==> src/rtl/instr_fetch_unit.sv <==
// Instruction fetch controller: turns the PC address into an instruction-memory
// read handshake, holds the fetched word for decode and strobes pc_count back
// to the PC. Redirects during a fetch mark the in-flight read as stale instead
// of abandoning it.
// Optional feature: define FETCH_TIMEOUT_EN to enable the REQ timeout counter
// and the sticky fetch_error / ERROR state.
module instr_fetch_unit #(
    parameter int unsigned TIMEOUT_CYCLES = 255
) (
    input  logic        clk,
    input  logic        rst,
    input  logic [31:0] pc_address,
    input  logic        redirect,
    output logic        mem_req,
    output logic [31:0] mem_addr,
    input  logic        mem_ack,
    input  logic [31:0] mem_rdata,
    output logic [31:0] instr,
    output logic        instr_valid,
    input  logic        instr_ready,
    output logic [31:0] fetch_pc,
    output logic        pc_count,
    output logic        fetch_error
);

    localparam logic [1:0] StIdle  = 2'd0;
    localparam logic [1:0] StReq   = 2'd1;
    localparam logic [1:0] StHold  = 2'd2;
    localparam logic [1:0] StError = 2'd3;

    if (TIMEOUT_CYCLES < 1 || TIMEOUT_CYCLES > 65535) begin : g_bad_timeout
        $error("TIMEOUT_CYCLES must be in 1..65535");
    end

    logic [1:0]  state_q, state_d;
    logic        mem_req_q, mem_req_d;
    logic [31:0] mem_addr_q, mem_addr_d;
    logic [31:0] instr_q, instr_d;
    logic [31:0] fetch_pc_q, fetch_pc_d;
    logic        discard_q, discard_d;
    logic        timeout_hit;

`ifdef FETCH_TIMEOUT_EN
    logic [15:0] tmo_cnt_q, tmo_cnt_d;

    // Count REQ cycles without an ack; REQ is only entered from IDLE, so clearing
    // in IDLE is the same as clearing on REQ entry. Redirects do not touch it.
    always_comb begin
        tmo_cnt_d   = tmo_cnt_q;
        timeout_hit = 1'b0;
        if (state_q == StIdle) begin
            tmo_cnt_d = 16'd0;
        end else if (state_q == StReq && !mem_ack) begin
            tmo_cnt_d   = tmo_cnt_q + 16'd1;
            timeout_hit = (tmo_cnt_d == 16'(TIMEOUT_CYCLES));
        end
    end

    // Timeout counter register
    always_ff @(posedge clk or negedge rst) begin
        if (!rst) begin
            tmo_cnt_q <= 16'd0;
        end else begin
            tmo_cnt_q <= tmo_cnt_d;
        end
    end

    assign fetch_error = (state_q == StError);
`else
    assign timeout_hit = 1'b0;
    assign fetch_error = 1'b0;
`endif

    // Fetch sequencing: IDLE latches the PC, REQ waits for the ack, HOLD offers the word
    always_comb begin
        state_d    = state_q;
        mem_addr_d = mem_addr_q;
        instr_d    = instr_q;
        fetch_pc_d = fetch_pc_q;
        discard_d  = discard_q;
        case (state_q)
            StIdle: begin
                // On a redirect edge pc_address is still the old value, so wait a cycle
                if (!redirect) begin
                    mem_addr_d = pc_address;
                    state_d    = StReq;
                end
            end
            StReq: begin
                if (mem_ack) begin
                    if (discard_q || redirect) begin
                        state_d = StIdle;
                    end else begin
                        instr_d    = mem_rdata;
                        fetch_pc_d = mem_addr_q;
                        state_d    = StHold;
                    end
                end else if (timeout_hit) begin
                    state_d = StError;
                end else if (redirect) begin
                    // Let the memory finish, but throw the data away
                    discard_d = 1'b1;
                end
            end
            StHold: begin
                if (redirect || instr_ready) begin
                    state_d = StIdle;
                end
            end
            default: begin
                state_d = state_q;
            end
        endcase
        if (state_d == StIdle) begin
            discard_d = 1'b0;
        end
        mem_req_d = (state_d == StReq);
    end

    // State and datapath registers
    always_ff @(posedge clk or negedge rst) begin
        if (!rst) begin
            state_q    <= StIdle;
            mem_req_q  <= 1'b0;
            mem_addr_q <= 32'd0;
            instr_q    <= 32'd0;
            fetch_pc_q <= 32'd0;
            discard_q  <= 1'b0;
        end else begin
            state_q    <= state_d;
            mem_req_q  <= mem_req_d;
            mem_addr_q <= mem_addr_d;
            instr_q    <= instr_d;
            fetch_pc_q <= fetch_pc_d;
            discard_q  <= discard_d;
        end
    end

    assign mem_req     = mem_req_q;
    assign mem_addr    = mem_addr_q;
    assign instr       = instr_q;
    assign fetch_pc    = fetch_pc_q;
    // A redirect in HOLD kills the offer in the same cycle
    assign instr_valid = (state_q == StHold) & ~redirect;
    assign pc_count    = instr_valid & instr_ready;

endmodule

==> config.mk <==
export PLATFORM = sky130hd
export DESIGN_NAME = instr_fetch_unit
export DESIGN_NICKNAME = d
export VERILOG_FILES = /design/src/rtl/instr_fetch_unit.sv
export SDC_FILE = /design/constraint.sdc
export NUM_CORES = 1
export LEC_CHECK = 0
export BUFFER_PORTS_ARGS = -buffer_cell sky130_fd_sc_hd__buf_2
export CAP_MARGIN = 40
export CELL_PAD_IN_SITES_DETAIL_PLACEMENT = 0
export CELL_PAD_IN_SITES_GLOBAL_PLACEMENT = 1
export CORE_UTILIZATION = 33
export DETAILED_ROUTE_END_ITERATION = 8
export GPL_ROUTABILITY_DRIVEN = 1
export HOLD_SLACK_MARGIN = 0.1
export PLACE_DENSITY = 0.77
export SYNTH_ARGS = -nofsm -noshare
export SYNTH_HDL_FRONTEND = slang
export SYNTH_SLANG_ARGS = --single-unit
==> constraint.sdc <==
create_clock -name clk -period 1.6 [get_ports clk]
set_clock_uncertainty 0.1 [all_clocks]
set_input_delay 0.08 -clock clk [delete_from_list [all_inputs] [get_ports clk]]
set_output_delay 0.08 -clock clk [all_outputs]
set_load 0.01 [all_outputs]
==> metrics.md <==
| Metric | Value |
|---|---|
| Outcome | complete, but fails checks |
| Violated checks | negative setup slack |
| Final count of hold timing violations | 0 |
| DRC | 0 |
| Mapped Nets | 294 |
| Chip Height | 109 µm |
| Crit path DAT | 1770 ps |
| Die ar. | 11900 µm² |
| Commonest non-fill, non-tap cell in the layout | buf_2 |
| FF-to-FF path depth | 4 |
| Mux cell area share after synthesis | 0.285 |
| Synthesized cell area | 3790 µm² |
| Root Buffer | clkbuf_16 |
| Hold Path Class | in -> async |
| Initial Util | 0.343 |
| Area Overhead vs Synth | 63.9% |
| Synth Area in Adders | 0 |
| Seq. cell area | 2500 µm² |
| Setup_tns | -194 ps |
| Hold_ws | 96.6 ps |
| Drt pass-1 iters | 3 |
| IO Count | 169 |
| #FFs+latches synth | 100 |
| Synth warn | 0 |
| Final Setup Violations | 25 |
| Cell Area, Placed | 4930 µm² |
| Max VDD drop | 0.000943 V |
| CP max stage delay | 410 ps |
| Drt total wl | 10100 µm |
| First-pass GRT wire length | 14100 µm |
| R2r endpoint | instr[18] |
| RePlAce Congestion | 0.680 |
| Clk sinks | 100 |
| P_leak | 0.00305 µW |
| Antenna violations before repair | 0 |
| Post-Synthesis Cells | 225 |
| Tmin final | 1660 ps |
| Setup slack, reg-to-reg | -60 ps |
| Clock Pin Slew Worst Setup and Hold Paths | 70 ps |
| Top delay family on crit path | flip-flops |
| CTS tree | done |
| Grt ovf | 0 |
| Crit Reg-Reg Startpoint | state_q[1] |
| N_diodes | 0 |
| DR iter-0 viols | 81 |
| Critical Path Source | state_q[1] |
| Worst path cell trace | nor4_4 > buf_4 > clkbuf_16 > mux2_1 |
| Wire per inst | 16.0 µm |
| Vias | 2897 |
| Final ANT Viol Nets | 0 |
| Main combinational cell family by area after synthesis | multiplexers |
| XOR/XNOR Fraction of Synth Area | 0 |
| IO Port Bufs | 167 |
| Post-Synth Simple-Gate Area | 0.0152 |
| CP Launch Type | register |
| CTS Buf Count | 9 |
| Clock Path Buffers | 2 |
| H-tree levels | 3 |
| CP bufs+invs | 2 |
| Die width | 109 µm |
| Count of final max-slew check failures | 0 |
| Seq/Total Area, Yosys | 0.661 |
| Crit path capture | instr[18] |
| Standard cell with the maximum stage delay on the critical path | dfrtp_1 |
| Number of global-route vias before repair | 2968 |
| Pin count of the biggest net entering global routing | 56 |
| Multi-input logic area | 1340 µm² |
| Core Region | 11000 µm² |
| Worst skew pair latency | 350 ps |
| Fin nets | 555 |
| Synth Area in Compound Gates | 0.0112 |
| Row Count | 38 |
| Worst setup EP type | register |
| Critical-path maximum fanout | 10 |
| DP HPWL | 6030 µm |
| Maximum clock frequency | 604 MHz |
| Final Util | 0.563 |
| Kind of critical path | reg -> reg |
| Fill cells | 889 |
| Fraction of layout cells with a size suffix above 1 | 0.538 |
| CP Depth | 4 |
| Final Cycle Share | 1.04 |
| Required time worst endpoint | 1710 ps |
| Via-per-instance ratio | 4.59 |
| DP Worst Slack | -29.6 ps |
| Post-route cell area | 6210 µm² |
| Most frequent cells in the layout | buf_2, dfrtp_1, dlygate4sd3_1 |
| Max_cap viols | 0 |
| Synthesized area per cell | 16.8 µm² |
| Pwr per Cell Area | 1860 nW/µm² |
| Distinct cells, synth | 20 |
| RSZ-0062 raised after global routing | true |
| Final WS setup | -56.8 ps |
| GRT Resource Usage Total | 0.158 |
-- cell type report --
cell class	instances	area share
Clock buffer	10	0.0385
Clock inverter	6	0.0101
Inverter	1	0.000605
Multi-Input combinational cell	112	0.215
Sequential cell	100	0.403
Tap cell	140	0.0282
Timing Repair Buffer	262	0.304
-- Yosys cell counts --
cell,n,area [µm²]
nand2b_1,1,6.26
o21ai_0,2,10.0
buf_4,2,15.0
a21oi_1,1,5.00
nor4_2,1,12.5
buf_6,5,56.3
nor3_2,1,10.0
conb_1,1,3.75
o221a_2,1,11.3
nand2_1,1,3.75
o22a_1,1,8.76
mux2_1,51,574
nor2_1,3,11.3
mux2_2,45,507
dfrtp_1,100,2500
nor3b_1,1,7.51
buf_2,5,25.0
and2_1,1,6.26
inv_1,1,3.75
o21bai_1,1,7.51
-- how the worst min path moves through the flow --
stage          depth (start not counted)   endpoint
2_1_floorplan                          0  discard_q
3_3_place_gp                           1  instr[27]
3_5_place_dp                           1  instr[26]
4_1_cts                                2   instr[1]
5_1_grt                                2  instr[26]
6_report                               2  instr[26]
-- state kept, by name, summed over array words and instances (netlist names) --
register   cells
discard_q      1
fetch_pc      32
instr         32
mem_addr      32
mem_req        1
state_q        2
-- report_power, final --
part	internal, µW	switching (µW)	total, µW
registers	3820	771	4590
logic	2730	2060	4790
clock network	1250	936	2190
-- routing by layer --
| metal | wire length, µm | vias up | GRT usage |
|---|---|---|---|
| li1 | - | 1316 | - |
| met1 | 4020 | 1453 | 0.171 |
| met2 | 5210 | 112 | 0.275 |
| met3 | 658 | 16 | 0.0532 |
| met4 | 207 | 0 | 0.0801 |
| met5 | 0 | - | 0 |
-- repair_timing --
item,4_1_cts,5_1_grt
gates resized for setup,8,31
buffers inserted,2,2
endpoints found under the setup margin,58,97
hold endpoints to repair,166,1
hold buffers,65,1
pin swaps,1,1
cloned,0,6
-- kinds of logic (layout without fill, tap and decap cells) --
group,count (synthesis),count (layout)
DFF,100,100
muxes,96,96
buffers and inverters,13,279
and+or+nand+nor,9,9
AOI/OAI and AO/OA,6,6
other,1,1
-- per-stage QoR --
step / instances / power [µW]
2_1_floorplan: 225 / 6660
3_3_place_gp: 539 / 8450
3_5_place_dp: 539 / 8610
4_1_cts: 622 / 11100
5_1_grt: 631 / 12300
6_report: 631 / 11600
-- worst register-to-register path, stage by stage (launching register included) --
cell	delay (ps)
dfrtp_1	410
nor4_4	280
buf_4	210
clkbuf_16	170
mux2_1	350
Power figures use the tool's default switching activity.
